[src/rtl/qpsk_byte_packer_if.sv]
// Byte-packer interface: dibit input side plus valid/ready byte output side.
// The packer drives the byte stream, so it takes the master modport; the
// demodulator/sink environment takes the slave modport.
interface qpsk_byte_packer_if #(
    parameter int FIFO_DEPTH = 16
) ();
    localparam int LW = $clog2(FIFO_DEPTH) + 1;

    logic          sop;
    logic [1:0]    in_data;
    logic          in_valid;
    logic [7:0]    m_data;
    logic          m_valid;
    logic          m_ready;
    logic          m_last;
    logic          overflow;
    logic [LW-1:0] level;

    modport master (
        input  sop, in_data, in_valid, m_ready,
        output m_data, m_valid, m_last, overflow, level
    );

    modport slave (
        output sop, in_data, in_valid, m_ready,
        input  m_data, m_valid, m_last, overflow, level
    );
endinterface

[src/rtl/qpsk_byte_packer.sv]
// QPSK byte packer: gathers four hard-decision dibits MSB-first into a byte,
// tags the last byte of each frame, and buffers bytes in a first-word
// fall-through FIFO presented on a valid/ready interface. A completed byte
// that finds the FIFO full (with no pop in the same cycle) is dropped and
// sets a sticky overflow flag; the frame counter still advances so frame
// alignment is preserved.
module qpsk_byte_packer #(
    parameter int FIFO_DEPTH  = 16,
    parameter int FRAME_BYTES = 1282
) (
    input  logic                clk,
    input  logic                rst,
    qpsk_byte_packer_if.master  bus
);
    localparam int AW  = $clog2(FIFO_DEPTH);
    localparam int LW  = AW + 1;
    localparam int FCW = $clog2(FRAME_BYTES);

    localparam logic [LW-1:0]  DEPTH_L  = LW'(FIFO_DEPTH);
    localparam logic [FCW-1:0] LAST_CNT = FCW'(FRAME_BYTES - 1);

    // Packing state: phase counts dibits in the current byte, part_r keeps
    // byte bits [7:2]; bits [1:0] come straight from the fourth dibit.
    logic [1:0]     phase_r;
    logic [5:0]     part_r;

    // Frame position of the next completed byte.
    logic [FCW-1:0] frame_cnt_r;

    // FIFO storage, entries are {last, byte}.
    logic [8:0]     mem_r [FIFO_DEPTH];
    logic [AW-1:0]  wr_ptr_r;
    logic [AW-1:0]  rd_ptr_r;
    logic [LW-1:0]  level_r;
    logic           m_valid_r;
    logic           overflow_r;

    logic           byte_done_s;
    logic           full_s;
    logic           pop_s;
    logic           push_s;
    logic           drop_s;
    logic           last_s;
    logic [LW-1:0]  level_nxt_s;

    // A sop on the same cycle restarts the byte, so that dibit never completes one.
    assign byte_done_s = bus.in_valid && !bus.sop && (phase_r == 2'd3);
    assign full_s      = (level_r == DEPTH_L);
    assign pop_s       = m_valid_r && bus.m_ready;
    assign push_s      = byte_done_s && (!full_s || pop_s);
    assign drop_s      = byte_done_s && full_s && !pop_s;
    assign last_s      = (frame_cnt_r == LAST_CNT);

    // Next FIFO occupancy from the push/pop pair; push+pop leaves it unchanged.
    always_comb begin
        level_nxt_s = level_r;
        case ({push_s, pop_s})
            2'b10:   level_nxt_s = level_r + 1'b1;
            2'b01:   level_nxt_s = level_r - 1'b1;
            default: level_nxt_s = level_r;
        endcase
    end

    // Dibit packing: place each dibit by phase; sop restarts the byte.
    always_ff @(posedge clk or posedge rst) begin
        if (rst) begin
            phase_r <= 2'd0;
            part_r  <= 6'h00;
        end else if (bus.sop) begin
            if (bus.in_valid) begin
                phase_r <= 2'd1;
                part_r  <= {bus.in_data, 4'h0};
            end else begin
                phase_r <= 2'd0;
                part_r  <= 6'h00;
            end
        end else if (bus.in_valid) begin
            case (phase_r)
                2'd0:    part_r[5:4] <= bus.in_data;
                2'd1:    part_r[3:2] <= bus.in_data;
                2'd2:    part_r[1:0] <= bus.in_data;
                default: part_r      <= part_r;
            endcase
            phase_r <= phase_r + 2'd1;
        end else begin
            phase_r <= phase_r;
            part_r  <= part_r;
        end
    end

    // Frame byte counter: counts every completed byte, written or dropped.
    always_ff @(posedge clk or posedge rst) begin
        if (rst) begin
            frame_cnt_r <= {FCW{1'b0}};
        end else if (byte_done_s) begin
            if (last_s) begin
                frame_cnt_r <= {FCW{1'b0}};
            end else begin
                frame_cnt_r <= frame_cnt_r + 1'b1;
            end
        end else begin
            frame_cnt_r <= frame_cnt_r;
        end
    end

    // FIFO storage and pointers; pointers wrap naturally (power-of-two depth).
    always_ff @(posedge clk or posedge rst) begin
        if (rst) begin
            for (int i = 0; i < FIFO_DEPTH; i++) begin
                mem_r[i] <= 9'h000;
            end
            wr_ptr_r <= {AW{1'b0}};
            rd_ptr_r <= {AW{1'b0}};
        end else begin
            if (push_s) begin
                mem_r[wr_ptr_r] <= {last_s, part_r, bus.in_data};
                wr_ptr_r        <= wr_ptr_r + 1'b1;
            end else begin
                wr_ptr_r        <= wr_ptr_r;
            end
            if (pop_s) begin
                rd_ptr_r <= rd_ptr_r + 1'b1;
            end else begin
                rd_ptr_r <= rd_ptr_r;
            end
        end
    end

    // Occupancy, output-valid and sticky overflow flag.
    always_ff @(posedge clk or posedge rst) begin
        if (rst) begin
            level_r    <= {LW{1'b0}};
            m_valid_r  <= 1'b0;
            overflow_r <= 1'b0;
        end else begin
            level_r    <= level_nxt_s;
            m_valid_r  <= (level_nxt_s != {LW{1'b0}});
            overflow_r <= overflow_r | drop_s;
        end
    end

    // Head entry is read from registered storage; zero while the FIFO is empty.
    assign bus.m_data   = m_valid_r ? mem_r[rd_ptr_r][7:0] : 8'h00;
    assign bus.m_last   = m_valid_r ? mem_r[rd_ptr_r][8]   : 1'b0;
    assign bus.m_valid  = m_valid_r;
    assign bus.overflow = overflow_r;
    assign bus.level    = level_r;

endmodule

[src/flat_wrapper.sv]
// flat-port wrapper written by rule: the top's interface ports become plain ports
module qpsk_byte_packer_flat 
#(
    parameter int FIFO_DEPTH  = 16,
    parameter int FRAME_BYTES = 1282
)
  (clk, rst, bus_sop, bus_in_data, bus_in_valid, bus_m_ready, bus_m_data, bus_m_valid, bus_m_last, bus_overflow, bus_level);
  qpsk_byte_packer_if #(.FIFO_DEPTH(FIFO_DEPTH)) bus_i ();
  input  logic clk;
  input  logic rst;
  input wire logic [$bits(bus_i.sop)-1:0] bus_sop;
  input wire logic [$bits(bus_i.in_data)-1:0] bus_in_data;
  input wire logic [$bits(bus_i.in_valid)-1:0] bus_in_valid;
  input wire logic [$bits(bus_i.m_ready)-1:0] bus_m_ready;
  output wire logic [$bits(bus_i.m_data)-1:0] bus_m_data;
  output wire logic [$bits(bus_i.m_valid)-1:0] bus_m_valid;
  output wire logic [$bits(bus_i.m_last)-1:0] bus_m_last;
  output wire logic [$bits(bus_i.overflow)-1:0] bus_overflow;
  output wire logic [$bits(bus_i.level)-1:0] bus_level;
  assign bus_i.sop = bus_sop;
  assign bus_i.in_data = bus_in_data;
  assign bus_i.in_valid = bus_in_valid;
  assign bus_i.m_ready = bus_m_ready;
  assign bus_m_data = bus_i.m_data;
  assign bus_m_valid = bus_i.m_valid;
  assign bus_m_last = bus_i.m_last;
  assign bus_overflow = bus_i.overflow;
  assign bus_level = bus_i.level;
  qpsk_byte_packer #(.FIFO_DEPTH(FIFO_DEPTH), .FRAME_BYTES(FRAME_BYTES)) u_core (.clk(clk), .rst(rst), .bus(bus_i));
endmodule
[config.mk]
export PLATFORM = sky130hd
export DESIGN_NAME = qpsk_byte_packer_flat
export DESIGN_NICKNAME = d
export VERILOG_FILES = /design/src/rtl/qpsk_byte_packer_if.sv /design/src/rtl/qpsk_byte_packer.sv /design/src/flat_wrapper.sv
export SDC_FILE = /design/constraint.sdc
export NUM_CORES = 1
export LEC_CHECK = 0
export ABC_CLOCK_PERIOD_IN_PS = 7700
export BUFFER_PORTS_ARGS = -buffer_cell sky130_fd_sc_hd__buf_2
export CORE_MARGIN = 4
export CORE_UTILIZATION = 30
export CTS_CLUSTER_DIAMETER = 100
export CTS_CLUSTER_SIZE = 25
export DETAILED_ROUTE_END_ITERATION = 10
export GPL_ROUTABILITY_DRIVEN = 0
export GPL_TIMING_DRIVEN = 0
export HOLD_SLACK_MARGIN = 0.02
export PLACE_DENSITY = 0.41
export SLEW_MARGIN = 10
export SYNTH_ARGS = -nofsm -noshare
export SYNTH_HDL_FRONTEND = slang
export SYNTH_SLANG_ARGS = --single-unit
[constraint.sdc]
create_clock -name clk -period 7.7 [get_ports clk]
set_input_delay 1.155 -clock clk [delete_from_list [all_inputs] [get_ports clk]]
set_output_delay 1.155 -clock clk [all_outputs]
set_load 0.005 [all_outputs]
==> metrics.md, run 1 <==
| Metric | Value |
|---|---|
| Fraction of layout cells with a size suffix above 1 | `0.401` |
| Io pins | `23` |
| Clock buffer depth | `2` |
| Largest family of logic cells by synthesized area | `multiplexers` |
| # nets final | `630` |
| Xor/xnor cell area share of the yosys netlist | `0.0200` |
| FF-to-FF Start | `u_core.bus.level[1]` |
| Vias in the first global route | `~5.4k` |
| Seq/Total Area, Yosys | `0.536` |
| Resize count post-CTS | `0` |
| Area Growth Syn to Fin | `14.3%` |
| # hold bufs at CTS | `0` |
| Pin slew with the least headroom to its limit | `approximately 1.1 ns` |
| Die W | `roughly 170 um` |
| CTS tree | `built` |
| Top achievable clock speed | `~0.22 GHz` |
| Final Skew | `0.00844 ns` |
| Die Y | `~170 um` |
| Synth Area in Simple Gates | `0.0566` |
| First DRT Iteration DRCs | `190` |
| Final ANT Viol Nets | `0` |
| Yosys warns | `0` |
| Status | `complete, no violations` |
| Worst path bufs/invs | `3` |
| Crit share post-route | `0.589` |
| Worst Path Required | `about 6.6 ns` |
| Setup crit end kind | `output pin` |
| Number of buffers added on ports | `19` |
| Mux cell area share after synthesis | `0.297` |
| Via/cell ratio | `4.92` |
| Initial antenna violation count | `0` |
| Avg Inst Size Synth | `~15 um2` |
| Placed Instance Area | `between 0.008 and 0.009 mm2` |
| Max FO, Critical Path | `10` |
| Pin count of the biggest net entering global routing | `between 100 and 150` |
| Worst path depth | `6` |
| Post-synthesis compound-gate area fraction | `0.0499` |
| Slew headroom | `0.281` |
| Util after Layout | `0.350` |
| Hold Slack | `approximately 0.48 ns` |
| R2R Setup Slk | `slightly below 4 ns` |
| Total number of vias | `4881` |
| DRT Pass-1 Iters | `5` |
| N_diodes | `0` |
| Initial Utilization | `0.307` |
| TritonCTS Buffers | `17` |
| Max Cap Viol | `0` |
| Path type of the worst setup path | `reg2out` |
| Core Box Area | `0.0271 mm2` |
| Post-synth ARST share | `1.00` |
| Tot Pwr | `around 2.6 mW` |
| Die outline area | `between 0.03 and 0.04 mm2` |
| Final setup viols | `0` |
| Worst path slowest cell | `buf_1` |
| HPWL Detailed | `13600 um` |
| Dpl cells | `962` |
| Yosys reg bits | `178` |
| Slew Viols, Final | `0` |
| Power Dens Cells | `273 mW/mm2` |
| Hold Path Class | `reg2reg` |
| CP startpoint | `u_core.rd_ptr_r[1]` |
| Post CTS Setup Buffer Count | `0` |
| Post-synthesis instance area | `about 0.0083 mm2` |
| Design area | `between 0.009 and 0.01 mm2` |
| Syn_nets | `591` |
| CP endpoint | `bus_m_data[5]` |
| Max stage delay on crit path | `~0.72 ns` |
| Final worst slack | `between 3 and 4 ns` |
| Min-delay src | `u_core.bus.overflow` |
| Number of flops mapped to enable cells by yosys | `0` |
| Gr ovfl total | `0` |
| Peak VDD IR | `approximately 0.00013 V` |
| Delay-heaviest family, CP | `buffers and inverters` |
| Most used DFF post-synth | `dfrtp_1` |
| Setup total negative slack | `0 ns` |
| Most common cell after layout, fill and taps aside | `dfrtp_1` |
| Data arrival, critical path | `3.38 ns` |
| RSZ-0062 raised after global routing | `no` |
| Num Clock Sinks | `178` |
| Synth Area in Adders | `0.0211` |
| First-pass GRT wire length | `between 30000 and 40000 um` |
| Pre-CTS setup slack | `between 3 and 4 ns` |
| Netlist cell types | `48` |
| Syn Inst Count | `570` |
| Leak | `4.36 nW` |
| Clock latency on the worst-skew pair | `around 0.43 ns` |
| Post-Route WL | `roughly 20000 um` |
| FILL cells | `2625` |
| Site Rows | `60` |
| R2r worst-path depth | `13` |
| Routed len/inst | `between 20 and 25 um` |
| Startpoint types | `flip-flop` |
| Final Non-Filler Cells | `just under 1k` |
| Commonest cells after routing, fill and taps aside | `178 x dfrtp_1, 132 x mux2_2, 36 x mux4_2` |
| Final Hold Fails | `0` |
| Clock transition at path regs | `0.06 ns` |
| GRT Overall Usage | `0.142` |
| Clock H-tree levels | `4` |
| CTS root buf | `clkbuf_16` |
| RR Endpoint | `u_core.bus.m_valid` |
| DRC viols | `0` |
| Worst path cell trace | `clkbuf_1 -> buf_1 -> mux4_2 -> a22oi_1 -> a21boi_0 -> buf_2` |
| Minimum clock period | `4.54 ns` |
-- worst min-delay path by stage --
stage,endpoint,slack [ns],depth (start not counted)
final,u_core.bus.overflow,0.48,1
after global routing,u_core.mem_r[116],0.51,1
after CTS,u_core.bus.overflow,0.48,1
after detailed placement,u_core.bus.overflow,0.46,1
after global placement,u_core.mem_r[143],0.46,1
after floorplan,u_core.mem_r[117],0.45,1
-- flip-flops by register name, summed over array words and instances (netlist names) --
| register | cells |
|---|---|
| u_core.bus.level | 5 |
| u_core.bus.m_valid | 1 |
| u_core.bus.overflow | 1 |
| u_core.frame_cnt_r | 11 |
| u_core.mem_r | 144 |
| u_core.part_r | 6 |
| u_core.phase_r | 2 |
| u_core.rd_ptr_r | 4 |
| u_core.wr_ptr_r | 4 |
-- cell type report --
class,count,area [um2],area share
Tap cell,372,465,0.0490
Sequential cell,178,4450,0.469
Timing Repair Buffer,20,123,0.0129
Clock buffer,20,467,0.0492
Clock inverter,11,126,0.0133
Multi-Input combinational cell,351,3690,0.389
Buffer,33,131,0.0138
Inverter,8,37.5,0.00395
-- routing by layer --
layer  up-vias  GRT usage  share of wire
met5         -          0              0
met2        81      0.236           0.50
met4         0     0.0327         0.0079
met1      2604      0.190           0.46
met3         9     0.0313          0.030
li1       2187          -              -
-- Yosys cell counts, types with 4 or more instances --
| cell | count | area, um2 |
|---|---|---|
| mux2_2 | 132 | 1490 |
| nand2b_1 | 4 | 25.0 |
| a21boi_0 | 9 | 67.6 |
| nand2_1 | 18 | 67.6 |
| buf_1 | 4 | 15.0 |
| nor2_1 | 7 | 26.3 |
| inv_1 | 8 | 30.0 |
| ha_1 | 14 | 175 |
| xor2_1 | 8 | 70.1 |
| a22oi_1 | 19 | 143 |
| clkbuf_1 | 23 | 86.3 |
| nand3_1 | 7 | 35.0 |
| o21ai_0 | 7 | 35.0 |
| dfrtp_1 | 178 | 4450 |
| nor2_2 | 12 | 75.1 |
| mux4_2 | 36 | 811 |
| a21oi_1 | 10 | 50.1 |
| buf_2 | 6 | 30.0 |
| mux2_1 | 14 | 158 |
| nor2b_1 | 6 | 37.5 |
| xnor2_1 | 11 | 96.3 |
-- report_power, final --
part | internal (mW) | switching, mW
registers | 1.02 | 0.0765
logic | 0.242 | 0.369
clock network | 0.506 | 0.378
-- logic make-up after synthesis --
family	after synthesis
multiplexers	183
AND/OR/NAND/NOR	77
adder cells (fa/ha/maj)	14
AO/OA/AOI/OAI	58
buffers and inverters	41
flip-flops	178
XOR/XNOR	19
Power figures use the tool's default switching activity.
==> run 2: changes to the inputs <==
Settings changed: ABC_CLOCK_PERIOD_IN_PS 7700 to 4400.
Clock period 7.7 ns to 4.4 ns, I/O delays scaled along.
==> run 2 against run 1 <==
  * Register-to-register slack got worse by 3.3 ns
  * Power increased by 74%
  * Die area unchanged
  * Worst setup slack got worse by 2.7 ns
  * Non-clock buffer count increased by 4
  * Critical path depth unchanged
  * Flip-flop and latch count unchanged
  * Highest routed layer unchanged
  * Clock skew decreased by 0.00058 ns
  * Largest power group unchanged
  * Sequential share of layout area decreased by 0.34 points
  * Global-route usage increased by 0.16 points
  * Cell area increased by 0.74%
==> metrics.md, run 2 (synthesis gave the netlist of run 1 again) <==
| Metric | Value |
|---|---|
| Internal | `3.08 mW (+75%)` |
| Most common cell after layout, fill and taps aside | `dfrtp_1` |
| CTS root buf | `clkbuf_16` |
| Clock network power share | `0.338 (-0.003)` |
| Dpl cells | `966 (+0.42%)` |
| Gr ovfl total | `0 (unchanged)` |
| Max FO, Critical Path | `10 (unchanged)` |
| Comb pwr share | `0.237 (about the same)` |
| Max stage delay on crit path | `0.71 ns (about the same)` |
| Data arrival, critical path | `3.24 ns (-0.14 ns)` |
| Final Hold Fails | `0 (unchanged)` |
| Number of buffers added on ports | `19 (unchanged)` |
| Design area | `0.00957 mm2 (+0.74%)` |
| Worst path slowest cell | `clkbuf_1` |
| Commonest cells after routing, fill and taps aside | `178 x dfrtp_1, 132 x mux2_2, 36 x mux4_2` |
| Clock latency on the worst-skew pair | `0.42 ns (about the same)` |
| Peak VDD IR | `0.000216 V (+65%)` |
| Worst Path Required | `3.74 ns (-2.81 ns)` |
| Startpoint types | `flip-flop` |
| Initial antenna violation count | `0 (unchanged)` |
| Worst path cell trace | `clkbuf_1 -> clkbuf_1 -> mux4_2 -> a22oi_1 -> a21boi_0 -> buf_2` |
| Final ANT Viol Nets | `0 (unchanged)` |
| Top achievable clock speed | `around 0.26 GHz` |
| Final Skew | `0.00785 ns (-0.000585 ns)` |
| Routed len/inst | `20.8 um (+0.70%)` |
| Initial Utilization | `0.307 (unchanged)` |
| Placed Instance Area | `0.00898 mm2 (+0.86%)` |
| Fraction of layout cells with a size suffix above 1 | `0.403 (+0.00223)` |
| Largest register FFs | `144 (unchanged)` |
| Pin count of the biggest net entering global routing | `38 (-63%)` |
| Vias in the first global route | `5314 (-1.0%)` |
| Max Cap Viol | `0 (unchanged)` |
| Minimum clock period | `a little under 4 ns` |
| Die Y | `174 um (unchanged)` |
| Sw Pwr | `1.42 mW (+72%)` |
| Setup total negative slack | `0 ns (unchanged)` |
| TritonCTS Buffers | `17 (unchanged)` |
| Final Non-Filler Cells | `997 (+0.40%)` |
| Leak | `4.38 nW (+0.43%)` |
| Area Growth Syn to Fin | `15.2%` |
| Register name with the most flops | `u_core.mem_r` |
| # nets final | `634 (+0.63%)` |
| First DRT Iteration DRCs | `258 (+36%)` |
| Met3 GRT Util | `0.0231 (-0.00826)` |
| Top Usage Layer GRT | `met2` |
| Biggest regs | `u_core.mem_r: 144 flops, u_core.frame_cnt_r: 11 flops, u_core.part_r: 6 flops` |
| Core Box Area | `0.0271 mm2 (unchanged)` |
| CP most frequent cell | `clkbuf_1` |
| Slew headroom | `0.291 (+0.00976)` |
| Clock buffer depth | `2 (unchanged)` |
| GRT Overall Usage | `0.144 (+0.00165)` |
| N_diodes | `0 (unchanged)` |
| Clock H-tree levels | `4 (unchanged)` |
| Post CTS Setup Buffer Count | `0 (unchanged)` |
| Pin slew with the least headroom to its limit | `1.06 ns (-0.0146 ns)` |
| GRT met2 Usage | `0.232 (-0.00454)` |
| Die W | `174 um (unchanged)` |
| Path type of the worst setup path | `reg2out` |
| Status | `complete, no violations` |
| Via/cell ratio | `4.91 (about the same)` |
| First-pass GRT wire length | `33000 um (+1.5%)` |
| Switching share of power | `0.315 (-0.00261)` |
| # hold bufs at CTS | `0 (unchanged)` |
| CTS tree | `built` |
| Slew Viols, Final | `0 (unchanged)` |
| Met1 usage | `0.203 (+0.0131)` |
| Die outline area | `0.0304 mm2 (unchanged)` |
| Final setup viols | `0 (unchanged)` |
| Num Clock Sinks | `178 (unchanged)` |
| Site Rows | `60 (unchanged)` |
| RSZ-0062 raised after global routing | `no` |
| Sequential power share | `0.425 (+0.002)` |
| DRC viols | `0 (unchanged)` |
| DRT Pass-1 Iters | `4 (-1)` |
| Io pins | `23 (unchanged)` |
| Crit share post-route | `0.887` |
| Hold Path Class | `in2async` |
| Clock transition at path regs | `0.07 ns (about the same)` |
| Power Dens Cells | `470 mW/mm2 (+73%)` |
| Total number of vias | `4896 (+0.31%)` |
| Hold Slack | `0.277 ns (-0.201 ns)` |
| HPWL Detailed | `14000 um (+3.2%)` |
| Resize count post-CTS | `0 (unchanged)` |
| Setup crit end kind | `output pin` |
| Post-Route WL | `20800 um (+1.1%)` |
-- run 2: worst max-delay path, delay by kind of cell, from the launching register on --
| kind | cells | cell delay [ns] |
|---|---|---|
| buffers and inverters | 3 | 1.50 |
| AOI/OAI and AO/OA | 2 | 0.58 |
| DFF | 1 | 0.36 |
| muxes | 1 | 0.37 |
-- run 2: metrics by stage --
stage / util / total power [mW] / setup WS (ns)
after global placement: 0.327 / 2.99 / 0.378
after CTS: 0.353 / 4.57 / 0.428
after floorplan: - / 2.66 / 0.967
after detailed placement: 0.331 / 3.03 / 0.590
after global routing: 0.353 / 4.75 / 0.321
final: 0.353 / 4.50 / 0.497
-- run 2: path summary, 6_finish.rpt --
path                                           from                   to  slack, ns  cells after the start
worst min-delay path                            rst     u_core.mem_r[60]       0.28                      2
worst max register to register   u_core.bus.m_valid   u_core.bus.m_valid       0.62                     12
max in group asynchronous                       rst    u_core.mem_r[113]       3.09                      5
worst max-delay path             u_core.rd_ptr_r[1]        bus_m_data[2]       0.50                      6
worst min register to register  u_core.bus.overflow  u_core.bus.overflow       0.47                      1
min in group clk                u_core.bus.overflow  u_core.bus.overflow       0.47                      1
-- run 2: area by class of cell --
class                           count  area (um2)
Clock buffer                       20         457
Timing Repair Buffer               24         203
Fill cell                        2622       17500
Inverter                            8        33.8
Multi-Input combinational cell    351        3690
Tap cell                          372         465
Clock inverter                     11         130
Buffer                             33         131
Sequential cell                   178        4450
-- run 2: routing by layer --
layer	wire, um	share of wire
met4	211	0.010
met3	573	0.028
met1	10000	0.48
met5	0	0
met2	9980	0.48
-- run 2: power groups by stage --
stage | registers (mW) | logic (mW) | clock network, mW
6_report | 1.91 | 1.07 | 1.52
5_1_grt | 1.94 | 1.18 | 1.64
4_1_cts | 1.91 | 1.09 | 1.57
3_5_place_dp | 1.94 | 1.08 | 0
3_3_place_gp | 1.93 | 1.06 | 0
2_1_floorplan | 1.90 | 0.760 | 0
